**src/rtl/read_addr_accept_pkg.sv**
```systemverilog
// read_addr_accept_pkg: burst-type constants, AR entry field order and beat-size limit helper
package read_addr_accept_pkg;
  localparam logic [1:0] BURST_FIXED = 2'd0;
  localparam logic [1:0] BURST_INCR  = 2'd1;
  localparam logic [1:0] BURST_WRAP  = 2'd2;
  localparam logic [1:0] BURST_RSVD  = 2'd3;
  // Queue entries are packed MSB-first as {id, addr, len, size, burst}.
  // Largest legal arsize for a data bus of dw bits: log2(dw/8).
  function automatic int max_size(input int dw);
    return $clog2(dw / 8);
  endfunction
endpackage

```
**src/rtl/read_addr_accept_sync_fifo.sv**
```systemverilog
// sync_fifo: single-clock FIFO with registered count; storage is not cleared by reset
// Ports: clk, reset (sync, active-low), push/din write, pop/dout read head, count/full/empty status.
module sync_fifo #(
  parameter int WIDTH = 8,
  parameter int DEPTH = 4
) (
  input  logic                       clk,
  input  logic                       reset,
  input  logic                       push,
  input  logic                       pop,
  input  logic [WIDTH-1:0]           din,
  output logic [WIDTH-1:0]           dout,
  output logic [$clog2(DEPTH):0]     count,
  output logic                       full,
  output logic                       empty
);
  localparam int AW = $clog2(DEPTH);
  logic [WIDTH-1:0] mem [DEPTH];
  logic [AW-1:0] wp, rp;
  always_ff @(posedge clk) begin
    if (!reset) begin
      wp <= '0;
      rp <= '0;
      count <= '0;
    end else begin
      if (push) wp <= wp + 1'b1;
      if (pop) rp <= rp + 1'b1;
      count <= count + {{AW{1'b0}}, push} - {{AW{1'b0}}, pop};
    end
  end
  always_ff @(posedge clk) if (push) mem[wp] <= din;
  assign dout = mem[rp];
  assign full = count == (AW+1)'(DEPTH);
  assign empty = count == '0;
endmodule

```
**src/rtl/read_addr_accept.sv**
```systemverilog
// read_addr_accept: AXI AR acceptor that sanitises size/burst and queues requests for data_read
// Ports: AR slave channel (arid..arvalid/arready), head-entry payload *_out with mod1_valid_out/mod1_ready_in,
// sticky ar_err for sanitised requests, occupancy of the queue. Reset is synchronous, active-low.
module read_addr_accept
  import read_addr_accept_pkg::*;
#(
  parameter int ADD_WIDTH    = 32,
  parameter int ADD_ID_WIDTH = 4,
  parameter int BURST_LEN    = 8,
  parameter int BURST_SIZE   = 3,
  parameter int BURST_TYPE   = 2,
  parameter int DATA_WIDTH   = 32,
  parameter int FIFO_DEPTH   = 4
) (
  input  logic                          clk,
  input  logic                          reset,
  input  logic [ADD_ID_WIDTH-1:0]       arid,
  input  logic [ADD_WIDTH-1:0]          araddr,
  input  logic [BURST_LEN-1:0]          arlen,
  input  logic [BURST_SIZE-1:0]         arsize,
  input  logic [BURST_TYPE-1:0]         arburst,
  input  logic                          arvalid,
  output logic                          arready,
  output logic [ADD_ID_WIDTH-1:0]       rid_out,
  output logic [ADD_WIDTH-1:0]          raddr_out,
  output logic [BURST_LEN-1:0]          rlen_out,
  output logic [BURST_SIZE-1:0]         rsize_out,
  output logic [BURST_TYPE-1:0]         rburst_out,
  output logic                          mod1_valid_out,
  input  logic                          mod1_ready_in,
  output logic                          ar_err,
  output logic [$clog2(FIFO_DEPTH):0]   occupancy
);
  localparam int EW = ADD_ID_WIDTH + ADD_WIDTH + BURST_LEN + BURST_SIZE + BURST_TYPE;
  localparam logic [BURST_SIZE-1:0] MAXS = BURST_SIZE'(max_size(DATA_WIDTH));
  logic size_bad, rsvd_bad, wrap_bad, push, pop, full, empty;
  logic [BURST_SIZE-1:0] size_s;
  logic [BURST_TYPE-1:0] burst_s;
  logic [EW-1:0] din, dout;
  assign size_bad = arsize > MAXS;
  assign rsvd_bad = arburst == BURST_TYPE'(BURST_RSVD);
  // WRAP bursts must span 2, 4, 8 or 16 beats; anything else degrades to INCR.
  assign wrap_bad = arburst == BURST_TYPE'(BURST_WRAP) &&
                    !(arlen == BURST_LEN'(1) || arlen == BURST_LEN'(3) ||
                      arlen == BURST_LEN'(7) || arlen == BURST_LEN'(15));
  assign size_s = size_bad ? MAXS : arsize;
  assign burst_s = (rsvd_bad || wrap_bad) ? BURST_TYPE'(BURST_INCR) : arburst;
  assign din = {arid, araddr, arlen, size_s, burst_s};
  // Handshakes decode only registered state, so ready never depends on valid across the block.
  assign arready = reset && !full;
  assign mod1_valid_out = !empty;
  assign push = arvalid && arready;
  assign pop = mod1_valid_out && mod1_ready_in;
  assign {rid_out, raddr_out, rlen_out, rsize_out, rburst_out} = empty ? '0 : dout;
  always_ff @(posedge clk) begin
    if (!reset) ar_err <= 1'b0;
    else if (push && (size_bad || rsvd_bad || wrap_bad)) ar_err <= 1'b1;
  end
  sync_fifo #(.WIDTH(EW), .DEPTH(FIFO_DEPTH)) u_fifo (
    .clk   (clk),
    .reset (reset),
    .push  (push),
    .pop   (pop),
    .din   (din),
    .dout  (dout),
    .count (occupancy),
    .full  (full),
    .empty (empty)
  );
endmodule

```
**config.mk**
```make
export PLATFORM = sky130hd
export DESIGN_NAME = read_addr_accept
export DESIGN_NICKNAME = d
export VERILOG_FILES = /design/src/rtl/read_addr_accept_pkg.sv /design/src/rtl/read_addr_accept_sync_fifo.sv /design/src/rtl/read_addr_accept.sv
export SDC_FILE = /design/constraint.sdc
export NUM_CORES = 1
export LEC_CHECK = 0
export CAP_MARGIN = 0
export CORE_MARGIN = 2
export CORE_UTILIZATION = 55
export DETAILED_ROUTE_END_ITERATION = 6
export PLACE_DENSITY = 0.87
export SYNTH_ARGS = -nofsm -noshare
export SYNTH_HDL_FRONTEND = slang
export SYNTH_SLANG_ARGS = --single-unit
```
**constraint.sdc**
```tcl
create_clock -name clk -period 6 [get_ports clk]
set_input_delay 1.5 -clock clk [delete_from_list [all_inputs] [get_ports clk]]
set_output_delay 1.5 -clock clk [all_outputs]
set_load 0.05 [all_outputs]
```
==> out/qor.txt <==
status - completed
n_diodes - 0
Yosys cell types - 37
Psw - 1.72 mW
Setup WS pre-CTS - 1340 ps
initial antenna violation count - 1
Pre-antenna DRT Iters - 4
total grt overflow - 0
core footprint - 0.0144 mm^2
count leader, synth - edfxtp_1
Leak - 3.20 nW
Slew Limit Headroom - 20.2%
# resized after CTS - 0
Synth area leader - edfxtp_1
Worst Setup Slack, final - 1340 ps
critical path, cell by cell - clkdlybuf4s50_1 -> and2_1 -> clkdlybuf4s50_1
Nets - 558
measured slew at the worst slew-check pin - 1200 ps
synth warn - 0
Post-Syn Area per Cell - 21.3 um^2
Die Span Y - 125 um
reg2reg start - u_fifo.count[1]
CTS tree - built
Via density - 5.66
worst hold path class - reg -> reg
internal power - 3.08 mW
layout cells sized above 1 - 19.6%
worst-skew pair later-pin latency - 470 ps
Hold Worst Slack - 510 ps
CP Launch Point - reset
PD cells - 482 mW/mm^2
DRC violations left - 0
Slew Limit Fails - 0
Finished Layout Cells - 695
Max stage delay on crit path - 810 ps
Comb pwr share - 37.8%
clk slew on worst S/H paths - 60 ps
Final Total Pwr - 4.80 mW
Post-synth EDFFs - 196
peak supply drop - 0.637 mV
top_reg_cell synth - edfxtp_1
Req. time, crit path - 4500 ps
CTS Buf Count - 20
R2R Setup Slk - 3010 ps
cell mode on critical path - clkdlybuf4s50_1
# clock sinks - 206
Layout area overhead - 23.4%
# hold bufs at CTS - 0
critical path class - in -> out
PortBufs - 107
CP endpoint - arready
switching part of the total - 35.8%
Worst setup EP type - output pin
R2R Path End - u_fifo.count[2]
Cell Rows - 44
Seq/Total Area, Yosys - 75.4%
ratio of final minimum period to clock period - 77.6%
setup_tns - 0 ps
Routed WL - 14,600 um
ANT nets after route - 0
Synth Register Bits - 206
Max clock buf depth - 3
GRT Resource Usage Total - 18.9%
Min Clock Period, post-route - 4660 ps
clock share of power - 24.3%
clock skew - 8.27 ps
critical path's slowest cell - clkdlybuf4s50_1
Syn Std Cell Area - 0.00807 mm^2
Commonest cells post-synth - edfxtp_1 (196), mux4_2 (49), nor2b_1 (41)
routed vias - 3,932
maxcap violations - 0
initial DRC count - 316
Final Hold Viols - 0
first-pass GRT wire length - 22,700 um
Sequential Power Share - 37.9%
Post-Syn Instances - 378
Initial Util - 55.9%
htree depth - 1
Setup violations, final - 0
Die Wd - 125 um
vias in the first global route - 4,169
Final GP Congestion - 0.721
post-CTS setup buffer count - 0
CP Launch Type - input port
largest net degree at the start of global routing - 55
RSZ-0062 raised after global routing - no
Cells after DPL - 660
Final HPWL DP - 8650 um
CP arrival - 3160 ps
area share of the largest cell type after synthesis - 73.0%
Root Buffer - clkbuf_16
CP max FO - 11
ys async rst share - 0%
FMAX - 0.215 GHz
die footprint - 0.0157 mm^2
fillcell total - 926
WL/cell - 21.0 um
I/O Pins - 108
largest cells by area after synthesis - edfxtp_1 (73%), mux4_2 (14%), nor2b_1 (3.2%), dfxtp_1 (2.5%), nor2b_4 (1.7%)
cell count of the worst reg-to-reg path - 11
==> flip-flops by register name, summed over array words and instances, names as in the netlist, named ones only <==
signal,count
u_fifo.wp,2
u_fifo.count,3
u_fifo.mem,196
u_fifo.rp,2
ar_err,1
==> final cells by class <==
| type | count | area [um^2] | area share (%) |
|---|---|---|---|
| clock buffers | 26 | 554 | 5.57 |
| clock inverters | 9 | 67.6 | 0.679 |
| multi-input cells | 149 | 1870 | 18.8 |
| flip-flops and latches | 206 | 6090 | 61.2 |
| well taps | 184 | 230 | 2.31 |
| inverters | 8 | 30.0 | 0.302 |
| repair buffers | 113 | 1120 | 11.2 |
==> per-layer routing <==
| layer | vias up | routed length (um) | track usage [%] |
|---|---|---|---|
| li1 | 1738 | - | - |
| met1 | 2047 | 5760 | 24.3 |
| met2 | 133 | 7750 | 33.6 |
| met3 | 14 | 926 | 4.24 |
| met4 | 0 | 170 | 3.79 |
| met5 | - | 0 | 0 |
==> power groups by stage <==
stage | Combinational (mW) | Sequential (mW) | Clock [mW]
after floorplan | 1.32 | 1.78 | 0
after global placement | 1.80 | 1.85 | 0
after detailed placement | 1.82 | 1.86 | 0
after CTS | 1.83 | 1.83 | 1.18
after global routing | 1.89 | 1.84 | 1.24
final | 1.81 | 1.82 | 1.17
==> placed cells by master (no fill, tap or decap), drive strengths merged, types with 2 or more instances in the layout <==
| master | instances |
|---|---|
| clkbuf | 26 |
| edfxtp | 196 |
| nor2 | 2 |
| dfxtp | 10 |
| mux4 | 49 |
| inv | 8 |
| and2 | 7 |
| buf | 6 |
| nor2b | 51 |
| xnor2 | 2 |
| and3 | 2 |
| clkinv | 7 |
| ha | 6 |
| mux2i | 2 |
| conb | 4 |
| nand2 | 5 |
| clkdlybuf4s50 | 107 |
| o21ai | 4 |
| nor3 | 2 |
==> worst min-delay path by stage <==
stage	end	start	cells after the start
4_1_cts	flip-flop	u_fifo.rp[1]	2
3_5_place_dp	flip-flop	u_fifo.rp[0]	2
2_1_floorplan	flip-flop	u_fifo.rp[1]	2
3_3_place_gp	flip-flop	u_fifo.rp[1]	2
6_report	flip-flop	u_fifo.rp[1]	2
5_1_grt	u_fifo.wp[1]	u_fifo.wp[1]	2
==> metrics by stage <==
step / utilization, % / cell area (um^2)
6_report: 69.0 / 9960
5_1_grt: 69.0 / 9960
4_1_cts: 69.0 / 9960
3_5_place_dp: 64.7 / 9340
3_3_place_gp: 64.7 / 9340
2_1_floorplan: - / 8080
==> worst max-delay path: cells and delay by family <==
family | cells | cell delay (ps)
buf+inv | 2 | 1460
simple gates | 1 | 190
==> cell families (layout without fill, tap and decap cells) <==
family	after synthesis	count (layout)	synth area share [%]
flops	206	206	75.4
simple gates	74	74	6.62
mux	51	51	13.9
buf+inv	26	156	1.69
compound gates	11	11	0.884
fa+ha+maj	7	7	1.18
xor+xnor	2	2	0.217
other cells	1	4	0.0465
Note: power is estimated with default switching activity, not from simulation.
